[config.mk]
export PLATFORM = sky130hd
export DESIGN_NAME = viterbi_frame_ctrl
export DESIGN_NICKNAME = d
export VERILOG_FILES = /design/src/rtl/viterbi_pkg.sv /design/src/rtl/viterbi_sym_buf.sv /design/src/rtl/viterbi_frame_ctrl.sv
export SDC_FILE = /design/constraint.sdc
export NUM_CORES = 1
export LEC_CHECK = 0
export CAP_MARGIN = 20
export CORE_MARGIN = 2
export CORE_UTILIZATION = 40
export DETAILED_ROUTE_END_ITERATION = 8
export PLACE_DENSITY = 0.67
export SLEW_MARGIN = 30
export SYNTH_ARGS = -nofsm -noshare
export SYNTH_HDL_FRONTEND = slang
export SYNTH_HIERARCHICAL = 1
export SYNTH_SLANG_ARGS = --single-unit
export TNS_END_PERCENT = 30
[constraint.sdc]
create_clock -name clk -period 2.96 [get_ports clk]
set_input_delay 0.296 -clock clk [delete_from_list [all_inputs] [get_ports clk]]
set_output_delay 0.296 -clock clk [all_outputs]
set_load 0.01 [all_outputs]
[src/rtl/viterbi_pkg.sv]
// Shared types and default sizing for the Viterbi frame controller and decoder top.
package viterbi_pkg;

    localparam int unsigned SYM_W = 2;
    localparam logic [SYM_W-1:0] SYM_ZERO = 2'b00;

    localparam int unsigned DEF_FRAME_SYMS = 8;
    localparam int unsigned DEF_TAIL_SYMS  = 1;
    localparam int unsigned DEF_TIMEOUT    = 32;

    typedef enum logic [1:0] {
        StCollect,
        StFeed,
        StDrain,
        StOut
    } ctrl_state_t;

endpackage

[src/rtl/viterbi_sym_buf.sv]
// One-frame symbol store: synchronous write port, combinational indexed read, cleared on reset.
module viterbi_sym_buf
    import viterbi_pkg::*;
#(
    parameter int unsigned Depth = DEF_FRAME_SYMS,
    parameter int unsigned IdxW  = (Depth > 1) ? $clog2(Depth) : 1
) (
    input  logic             clk_i,
    input  logic             rst_i,
    input  logic             wr_en_i,
    input  logic [IdxW-1:0]  wr_idx_i,
    input  logic [SYM_W-1:0] wr_data_i,
    input  logic [IdxW-1:0]  rd_idx_i,
    output logic [SYM_W-1:0] rd_data_o
);

    logic [SYM_W-1:0] mem_q [Depth];

    always_ff @(posedge clk_i) begin
        if (rst_i) begin
            for (int unsigned i = 0; i < Depth; i++) begin
                mem_q[i] <= SYM_ZERO;
            end
        end else if (wr_en_i) begin
            mem_q[wr_idx_i] <= wr_data_i;
        end
    end

    // Indices past the frame read as the zero symbol so tail reads need no special casing.
    always_comb begin
        rd_data_o = SYM_ZERO;
        if (32'(rd_idx_i) < Depth) begin
            rd_data_o = mem_q[rd_idx_i];
        end
    end

endmodule

[src/rtl/viterbi_frame_ctrl.sv]
// Frame sequencer: buffers one frame of symbol pairs, feeds the decoder, collects
// the traceback bits and hands the decoded frame off over valid/ready.
module viterbi_frame_ctrl
    import viterbi_pkg::*;
#(
    parameter int unsigned FRAME_SYMS = DEF_FRAME_SYMS,
    parameter int unsigned TAIL_SYMS  = DEF_TAIL_SYMS,
    parameter int unsigned TIMEOUT    = DEF_TIMEOUT
) (
    input  logic                  clk,
    input  logic                  rst,
    input  logic                  sym_valid,
    output logic                  sym_ready,
    input  logic [SYM_W-1:0]      sym_data,
    output logic                  out_valid,
    input  logic                  out_ready,
    output logic [FRAME_SYMS-1:0] out_data,
    output logic                  out_err,
    output logic [15:0]           frame_cnt,
    output logic                  busy,
    output logic                  dec_en,
    output logic [SYM_W-1:0]      dec_din,
    input  logic                  dec_dout,
    input  logic                  dec_dvalid
);

    localparam int unsigned FeedLen = FRAME_SYMS + TAIL_SYMS;
    localparam int unsigned IdxW    = (FRAME_SYMS > 1) ? $clog2(FRAME_SYMS) : 1;
    localparam int unsigned KW      = $clog2(FeedLen + 1);
    localparam int unsigned BitW    = $clog2(FRAME_SYMS + 1);
    localparam int unsigned TmrW    = $clog2(TIMEOUT + 1);

    localparam logic [IdxW-1:0] IdxLast  = IdxW'(FRAME_SYMS - 1);
    localparam logic [KW-1:0]   KLast    = KW'(FeedLen - 1);
    localparam logic [BitW-1:0] BitsLast = BitW'(FRAME_SYMS - 1);
    localparam logic [TmrW-1:0] TmrLimit = TmrW'(TIMEOUT);

    ctrl_state_t           state_q, state_d;
    logic [IdxW-1:0]       wr_idx_q, wr_idx_d;
    logic [KW-1:0]         k_q, k_d, k_nxt;
    logic [BitW-1:0]       bit_cnt_q, bit_cnt_d;
    logic [TmrW-1:0]       tmr_q, tmr_d;
    logic [FRAME_SYMS-1:0] sr_q, sr_d, sr_shift;
    logic                  out_valid_q, out_valid_d;
    logic [FRAME_SYMS-1:0] out_data_q, out_data_d;
    logic                  out_err_q, out_err_d;
    logic [15:0]           frame_cnt_q, frame_cnt_d;
    logic                  dec_en_q, dec_en_d;
    logic [SYM_W-1:0]      dec_din_q, dec_din_d;

    logic                  buf_we;
    logic [IdxW-1:0]       buf_rd_idx;
    logic [SYM_W-1:0]      buf_rd_data;

    viterbi_sym_buf #(
        .Depth (FRAME_SYMS),
        .IdxW  (IdxW)
    ) u_sym_buf (
        .clk_i     (clk),
        .rst_i     (rst),
        .wr_en_i   (buf_we),
        .wr_idx_i  (wr_idx_q),
        .wr_data_i (sym_data),
        .rd_idx_i  (buf_rd_idx),
        .rd_data_o (buf_rd_data)
    );

    // Decoder feed outputs are registered, so they are computed one cycle ahead from k+1.
    always_comb begin
        state_d     = state_q;
        wr_idx_d    = wr_idx_q;
        k_d         = k_q;
        bit_cnt_d   = bit_cnt_q;
        tmr_d       = tmr_q;
        sr_d        = sr_q;
        out_valid_d = out_valid_q;
        out_data_d  = out_data_q;
        out_err_d   = out_err_q;
        frame_cnt_d = frame_cnt_q;
        dec_en_d    = 1'b0;
        dec_din_d   = SYM_ZERO;
        buf_we      = 1'b0;
        buf_rd_idx  = '0;
        k_nxt       = k_q + 1'b1;
        sr_shift    = {sr_q[FRAME_SYMS-2:0], dec_dout};

        unique case (state_q)
            StCollect: begin
                if (sym_valid) begin
                    buf_we = 1'b1;
                    if (wr_idx_q == IdxLast) begin
                        wr_idx_d  = '0;
                        k_d       = '0;
                        state_d   = StFeed;
                        dec_en_d  = 1'b1;
                        // Single-symbol frames write buf[0] on this very edge.
                        dec_din_d = (wr_idx_q == '0) ? sym_data : buf_rd_data;
                    end else begin
                        wr_idx_d = wr_idx_q + 1'b1;
                    end
                end
            end
            StFeed: begin
                buf_rd_idx = IdxW'(k_nxt);
                if (k_q == KLast) begin
                    state_d   = StDrain;
                    sr_d      = '0;
                    bit_cnt_d = '0;
                    tmr_d     = '0;
                end else begin
                    k_d = k_nxt;
                    if (32'(k_nxt) < FRAME_SYMS) begin
                        dec_din_d = buf_rd_data;
                    end
                end
            end
            StDrain: begin
                tmr_d = tmr_q + 1'b1;
                if (dec_dvalid) begin
                    sr_d      = sr_shift;
                    bit_cnt_d = bit_cnt_q + 1'b1;
                end
                // A bit landing in the timeout cycle still counts and wins if it completes.
                if (dec_dvalid && (bit_cnt_q == BitsLast)) begin
                    state_d     = StOut;
                    out_valid_d = 1'b1;
                    out_data_d  = sr_shift;
                    out_err_d   = 1'b0;
                end else if (tmr_d == TmrLimit) begin
                    state_d     = StOut;
                    out_valid_d = 1'b1;
                    out_data_d  = sr_d;
                    out_err_d   = 1'b1;
                end
            end
            StOut: begin
                if (out_ready) begin
                    out_valid_d = 1'b0;
                    frame_cnt_d = frame_cnt_q + 16'd1;
                    state_d     = StCollect;
                end
            end
            default: state_d = StCollect;
        endcase
    end

    always_ff @(posedge clk) begin
        if (rst) begin
            state_q     <= StCollect;
            wr_idx_q    <= '0;
            k_q         <= '0;
            bit_cnt_q   <= '0;
            tmr_q       <= '0;
            sr_q        <= '0;
            out_valid_q <= 1'b0;
            out_data_q  <= '0;
            out_err_q   <= 1'b0;
            frame_cnt_q <= '0;
            dec_en_q    <= 1'b0;
            dec_din_q   <= SYM_ZERO;
        end else begin
            state_q     <= state_d;
            wr_idx_q    <= wr_idx_d;
            k_q         <= k_d;
            bit_cnt_q   <= bit_cnt_d;
            tmr_q       <= tmr_d;
            sr_q        <= sr_d;
            out_valid_q <= out_valid_d;
            out_data_q  <= out_data_d;
            out_err_q   <= out_err_d;
            frame_cnt_q <= frame_cnt_d;
            dec_en_q    <= dec_en_d;
            dec_din_q   <= dec_din_d;
        end
    end

    // Held low during reset so no symbol appears accepted while the frame is being discarded.
    assign sym_ready = (state_q == StCollect) && !rst;
    assign busy      = (state_q != StCollect);
    assign out_valid = out_valid_q;
    assign out_data  = out_data_q;
    assign out_err   = out_err_q;
    assign frame_cnt = frame_cnt_q;
    assign dec_en    = dec_en_q;
    assign dec_din   = dec_din_q;

endmodule

======== Word-level counts from Yosys, hierarchy flattened ========
Memories as Yosys holds them, arrays and structs flattened.
Index checks and enable logic that the tools add are counted.
W data, S select, Z words.
operators by class
  bitwise gates (word level) .............. 2
  multiplexer cells ....................... 45
  $add $sub $neg .......................... 5
  equality and inequality tests ........... 14
  order comparisons ....................... 1
  reduce and logical (&&, ||, !) cells .... 20
operators by type and width
  operator                 count
  $mux W8                  4
  $mux W2                  12
  $mux W4                  5
  $add A16 B1 Y16 const B  1
  $pmux W4 S2              2
  $pmux W8 S2              1
  $mux W1                  13
  $ne A2 B2 Y1 const B     6
  $pmux W6 S2              1
  $reduce_bool A2 Y1       5
  $mux W3                  3
  $add A4 B1 Y4 const B    2
  $pmux W2 S4              1
  $reduce_and A2 Y1        4
  $add A6 B1 Y6 const B    1
  $eq A6 B6 Y1 const B     1
  $mux W6                  1
  $reduce_and A3 Y1        2
  $reduce_and A5 Y1        1
  $eq A2 B2 Y1 const B     2
  $eq A4 B3 Y1 const B     1
  $eq A4 B4 Y1 const B     1
  $lt A4 B4 Y1 const B     1
  $pmux W2 S2              1
  other kinds (13)         15
storage, ports and cells
  memories ................................ 1
  input bits .............................. 8
  bits in registers ....................... 56
  memory bits (writable) .................. 16
  word-level logic and storage cells ...... 100
memory list
  name             words  bits a word  rd ports  clocked after Yosys merged registers in  write ports  RTL line               RTL
  u_sym_buf.mem_q  8      2            1         0                                        8            viterbi_sym_buf.sv:17  logic [SYM_W-1:0] mem_q [Depth];

======== Longest topological paths before layout ========
  depth in word-level cells ............... 7
  mapped depth ............................ 9
  mapped depth without buffers ............ 7

======== Modules after synthesis ========
The synthesis kept the hierarchy.
by module, submodules not included
  module              cells an instance  area an instance (sq um)  times used  sequential area each (sq um)
  viterbi_frame_ctrl  310                2792.7                    1           1121.1
  viterbi_sym_buf     58                 795.8                     1           480.5

======== Least setup slack after synthesis ========
OpenSTA, ideal clock, no wires.
  path kind ............................... reg-to-reg
  from .................................... register state_q[1]
  to ...................................... register dec_din_q[0], in the netlist dec_din[0]
  stages on the path, launching flop included .. 10
  arrival ................................. 2.256 ns
  clock period less this slack ............ 2.381 ns
  slack ................................... 0.579 ns
  buffers on the path ..................... 2
  path through ............................ dfxtp_1 > inv_1 > ha_1 > clkbuf_1 > buf_2 > nor2b_1 > mux4_1 > mux2_2 > a21oi_1 > nor4_1
on the way
  word-level cells in the longest chain between the ends .. 7
RTL lines
  element                   RTL line                   RTL
  from (decl)               viterbi_frame_ctrl.sv:38   ctrl_state_t state_q, state_d;
  from (signal assigned)    viterbi_frame_ctrl.sv:149  state_q <= StCollect;
  from (signal assigned)    viterbi_frame_ctrl.sv:162  state_q <= state_d;
  $eq A2 B1 Y1 *            viterbi_frame_ctrl.sv:87   unique case (state_q)
  $mux W3 *                 viterbi_frame_ctrl.sv:87
  named net buf_rd_idx[0]   viterbi_frame_ctrl.sv:52   logic [IdxW-1:0] buf_rd_idx;
  $mem_v2 Z8 W2 *           -
  named net buf_rd_data[0]  viterbi_frame_ctrl.sv:53   logic [SYM_W-1:0] buf_rd_data;
  $mux W2                   viterbi_frame_ctrl.sv:97   dec_din_d = (wr_idx_q == '0) ? sym_data : buf_rd_data;
  $mux W2                   viterbi_frame_ctrl.sv:91   if (wr_idx_q == IdxLast) begin
  $mux W2                   viterbi_frame_ctrl.sv:89   if (sym_valid) begin
  $pmux W2 S2 *             viterbi_frame_ctrl.sv:87
  to (signal assigned)      viterbi_frame_ctrl.sv:173  dec_din_q <= dec_din_d;
  to (decl)                 viterbi_frame_ctrl.sv:49   logic [SYM_W-1:0] dec_din_q, dec_din_d;
The timed path passes the listed nets; every way through them passes the cells marked *.
A chain may end at the register's enable or synchronous reset.

======== Worst setup path after layout ========
Same ends and word-level chain as after synthesis.

==> metrics.md <==
| Metric | Value |
|---|---|
| Die Y | `98.72 um` |
| Critical path class | `flop to flop` |
| Drt pass-1 iters | `4` |
| Antenna cell count | `0` |
| Netlist Area Pre-Place | `3588 um^2` |
| Worst vdd ir | `239.5 uV` |
| H-tree depth | `3` |
| Initial antenna violation count | `0` |
| Setup-failing EPs final | `0` |
| Post-synthesis cell count | `368` |
| Synthesis-to-finish area growth | `18.38%` |
| Die width | `98.72 um` |
| Post-synth EDFFs | `16` |
| CP startpoint kind | `flop` |
| Relative slew slack | `0.5482` |
| Crit path max-delay family | `multiplexers` |
| Share of the synthesized area in the top cell type | `0.3124` |
| Final worst-path cycle share | `0.7304` |
| Fin nets | `426` |
| Combinational share of power | `0.124` |
| CTS tree | `done` |
| Area after DPL | `4060 um^2` |
| Seq/Total Area, Yosys | `0.4463` |
| Async S/R FF share, synth | `0` |
| DR iter-0 viols | `117` |
| Hold Path Class | `input port to flop` |
| CORE AREA | `8721 um^2` |
| Unrepaired setup endpoints after global routing | `no` |
| Fillers | `793` |
| HPWL Detailed | `5172 um` |
| Vias in the first global route | `2660` |
| Worst Hold Endpoint | `wr_idx_q[0]$_SDFFE_PP0P_` |
| CTS hold repair buffers | `0` |
| Clock transition at path regs | `80 ps` |
| Crit-path max cell delay | `620 ps` |
| Antenna-violating nets left | `0` |
| Layout cells sized above 1 | `0.09732` |
| Io pins | `39` |
| Register bit total from synthesis | `72` |
| Power per cell area | `489.2 nW/um^2` |
| Slew at the pin closest to its max-slew limit | `676.4 ps` |
| Fin. Hold Viols | `0` |
| WP depth | `7` |
| Clock sink count | `72` |
| Post_cts resized | `0` |
| Post-Route WL | `7343 um` |
| WL/cell | `14.15 um` |
| Std-Cell Rows | `34` |
| MaxCap Viol Count | `0` |
| Initial Utilization | `0.4115` |
| Worst Skew | `15.54 ps` |
| Reg2reg setup slack | `800 ps` |
| Worst Path Buf+Inv | `1` |
| FF+latch area | `1602 um^2` |
| Clk pwr share | `0.371` |
| First-pass GRT wire length | `12650 um` |
| Crit path max fanout | `5` |
| Routed vias/inst | `5.401` |
| Nature of the critical path endpoint | `flop` |
| Root Buffer | `clkbuf_8` |
| Hold wc startpoint | `rst` |
| Worst path cell trace | `inv_1 > ha_1 > nor2b_1 > mux4_1 > mux2_2 > a21oi_1 > nor4_1` |
| Slew Limit Fails | `0` |
| Worst hold stages | `2` |
| Outcome | `finished clean` |
| Final design area excluding fillers | `4248 um^2` |
| Fmax | `0.4625 GHz` |
| Via count | `2803` |
| Period minus WS final | `2162 ps` |
| R2R Path End | `dec_din[0]$_SDFF_PP0_` |
| Synth Flop Type | `dfxtp_1` |
| Remaining DRCs | `0` |
| Sw frac | `0.2641` |
| Area leader, netlist | `dfxtp_1` |
| P_sw | `0.0005488 W` |
| Reg2reg path depth | `7` |
| Pin count of the biggest net entering global routing | `30` |
| Commonest non-fill, non-tap cell in the layout | `nor2_1` |
| P_leak | `1.556 nW` |
| PortBufs | `38` |
| Synth warn | `6` |
| Syn Area/Cell | `9.751 um^2` |
| Post-Syn Nets | `388` |
| Internal | `0.001529 W` |
| Yosys cell types | `53` |
| Remaining Overflow, GRT | `0` |
| Clock Latency Late Sink | `350 ps` |
| Die outline area | `9745 um^2` |
| Worst Path Required | `3190 ps` |
| Commonest cells after routing, fill and taps aside | `60 x nor2_1, 56 x dfxtp_1, 37 x clkdlybuf4s50_1` |
| Sequential power share | `0.505` |
| Total CTS buffers | `9` |
| Clk buf depth | `2` |
| GP Congestion | `0.8142` |
| Slowest CP cell | `mux4_1` |
| CP arrival | `2390 ps` |
| Global Route Usage Sum | `0.1603` |
| Reg2reg start | `state_q[1]$_SDFFE_PP0P_` |
| Synth top area cells | `dfxtp_1 31%, edfxtp_1 13%, nor2_1 6.3%` |
| Setup TNS Final | `0 ps` |
| Multi-input gate area | `1858 um^2` |
| Setup bufs post-CTS | `0` |
[registers in the layout, summed over array words and instances, names as in the netlist]
register	cells
sr_q	8
dec_din	2
out_valid	1
frame_cnt	16
bit_cnt_q	4
tmr_q	6
k_q	4
wr_idx_q	3
out_data	8
u_sym_buf/mem_q	16
dec_en	1
state_q	2
out_err	1
[layer usage]
metal / part of all wire / vias up / wire [um] / global-route usage
met1: 0.47 / 1333 / 3456 / 0.2116
met4: 0.018 / 0 / 133 / 0.06217
met5: 0 / - / 0 / 0
met3: 0.037 / 13 / 269 / 0.04113
li1: - / 1394 / - / -
met2: 0.47 / 63 / 3483 / 0.2533
[per-stage QoR]
| step | setup WS (ps) | power, W | instances | util | hold WS [ps] |
|---|---|---|---|---|---|
| 2_1_floorplan | 579.5 | 0.001251 | 368 | - | 438.2 |
| 3_3_place_gp | 870.6 | 0.001322 | 503 | 0.4656 | 479.7 |
| 3_5_place_dp | 806.7 | 0.001328 | 503 | 0.4656 | 483.3 |
| 4_1_cts | 796.5 | 0.002090 | 519 | 0.4871 | 328.1 |
| 5_1_grt | 688.9 | 0.002166 | 519 | 0.4871 | 366.5 |
| 6_report | 797.9 | 0.002078 | 519 | 0.4871 | 338.5 |
[Yosys cell counts (2+ instances only)]
master,count
inv_1,16
nand3b_1,2
nand2b_1,10
edfxtp_1,16
o211ai_1,4
a21o_1,2
o31ai_1,2
and4b_1,3
ha_1,12
and2_1,2
a22oi_1,12
xor2_1,6
nand4bb_1,2
nand4b_1,4
nand4_1,2
or3_1,2
o21ai_0,10
a41oi_1,2
nor2b_1,12
mux4_1,4
a221oi_1,3
nor2_1,60
dfxtp_1,56
clkbuf_1,10
a21oi_1,18
buf_2,3
and3_1,2
nand3_1,10
a311oi_1,4
nand2_1,14
xnor2_1,9
mux2i_1,11
nor4_1,5
nor3_1,10
o21a_1,2
mux2_2,9
[logic make-up (layout without fill, tap and decap cells)]
group           Yosys count  count (layout)  share of synthesized area
flops                    72              72                     0.4463
mux                      26              26                    0.09554
xor+xnor                 15              15                    0.03661
simple gates            146             146                     0.2155
fa+ha+maj                12              12                    0.04184
compound gates           66              66                     0.1283
buf+inv                  31              74                    0.03591
[cell type report]
cell class                 count  area share
timing repair buffer          42     0.09543
sequential                    72      0.3770
clock buffer                  11     0.03093
multi-input combinational    265      0.4374
clock inverter                 5     0.01325
tap                          108     0.03181
inverter                      16     0.01414
[worst max path at each step]
stage,startpoint,end,slack [ps]
after floorplan,state_q[1]$_SDFFE_PP0P_,dec_din[0]$_SDFF_PP0_,580
after global placement,dec_dvalid,out_data[4]$_SDFFE_PP0P_,870
after detailed placement,state_q[1]$_SDFFE_PP0P_,dec_din[0]$_SDFF_PP0_,810
after CTS,state_q[1]$_SDFFE_PP0P_,dec_din[0]$_SDFF_PP0_,800
after global routing,state_q[1]$_SDFFE_PP0P_,dec_din[0]$_SDFF_PP0_,690
final,state_q[1]$_SDFFE_PP0P_,dec_din[0]$_SDFF_PP0_,800
[power groups by stage]
stage | logic, W | registers [W] | clock network, W
2_1_floorplan | 0.000190 | 0.00106 | 0
4_1_cts | 0.000257 | 0.00105 | 0.000785
3_3_place_gp | 0.000252 | 0.00107 | 0
5_1_grt | 0.000285 | 0.00105 | 0.000828
6_report | 0.000257 | 0.00105 | 0.000772
3_5_place_dp | 0.000256 | 0.00107 | 0
Power figures use the tool's default switching activity.
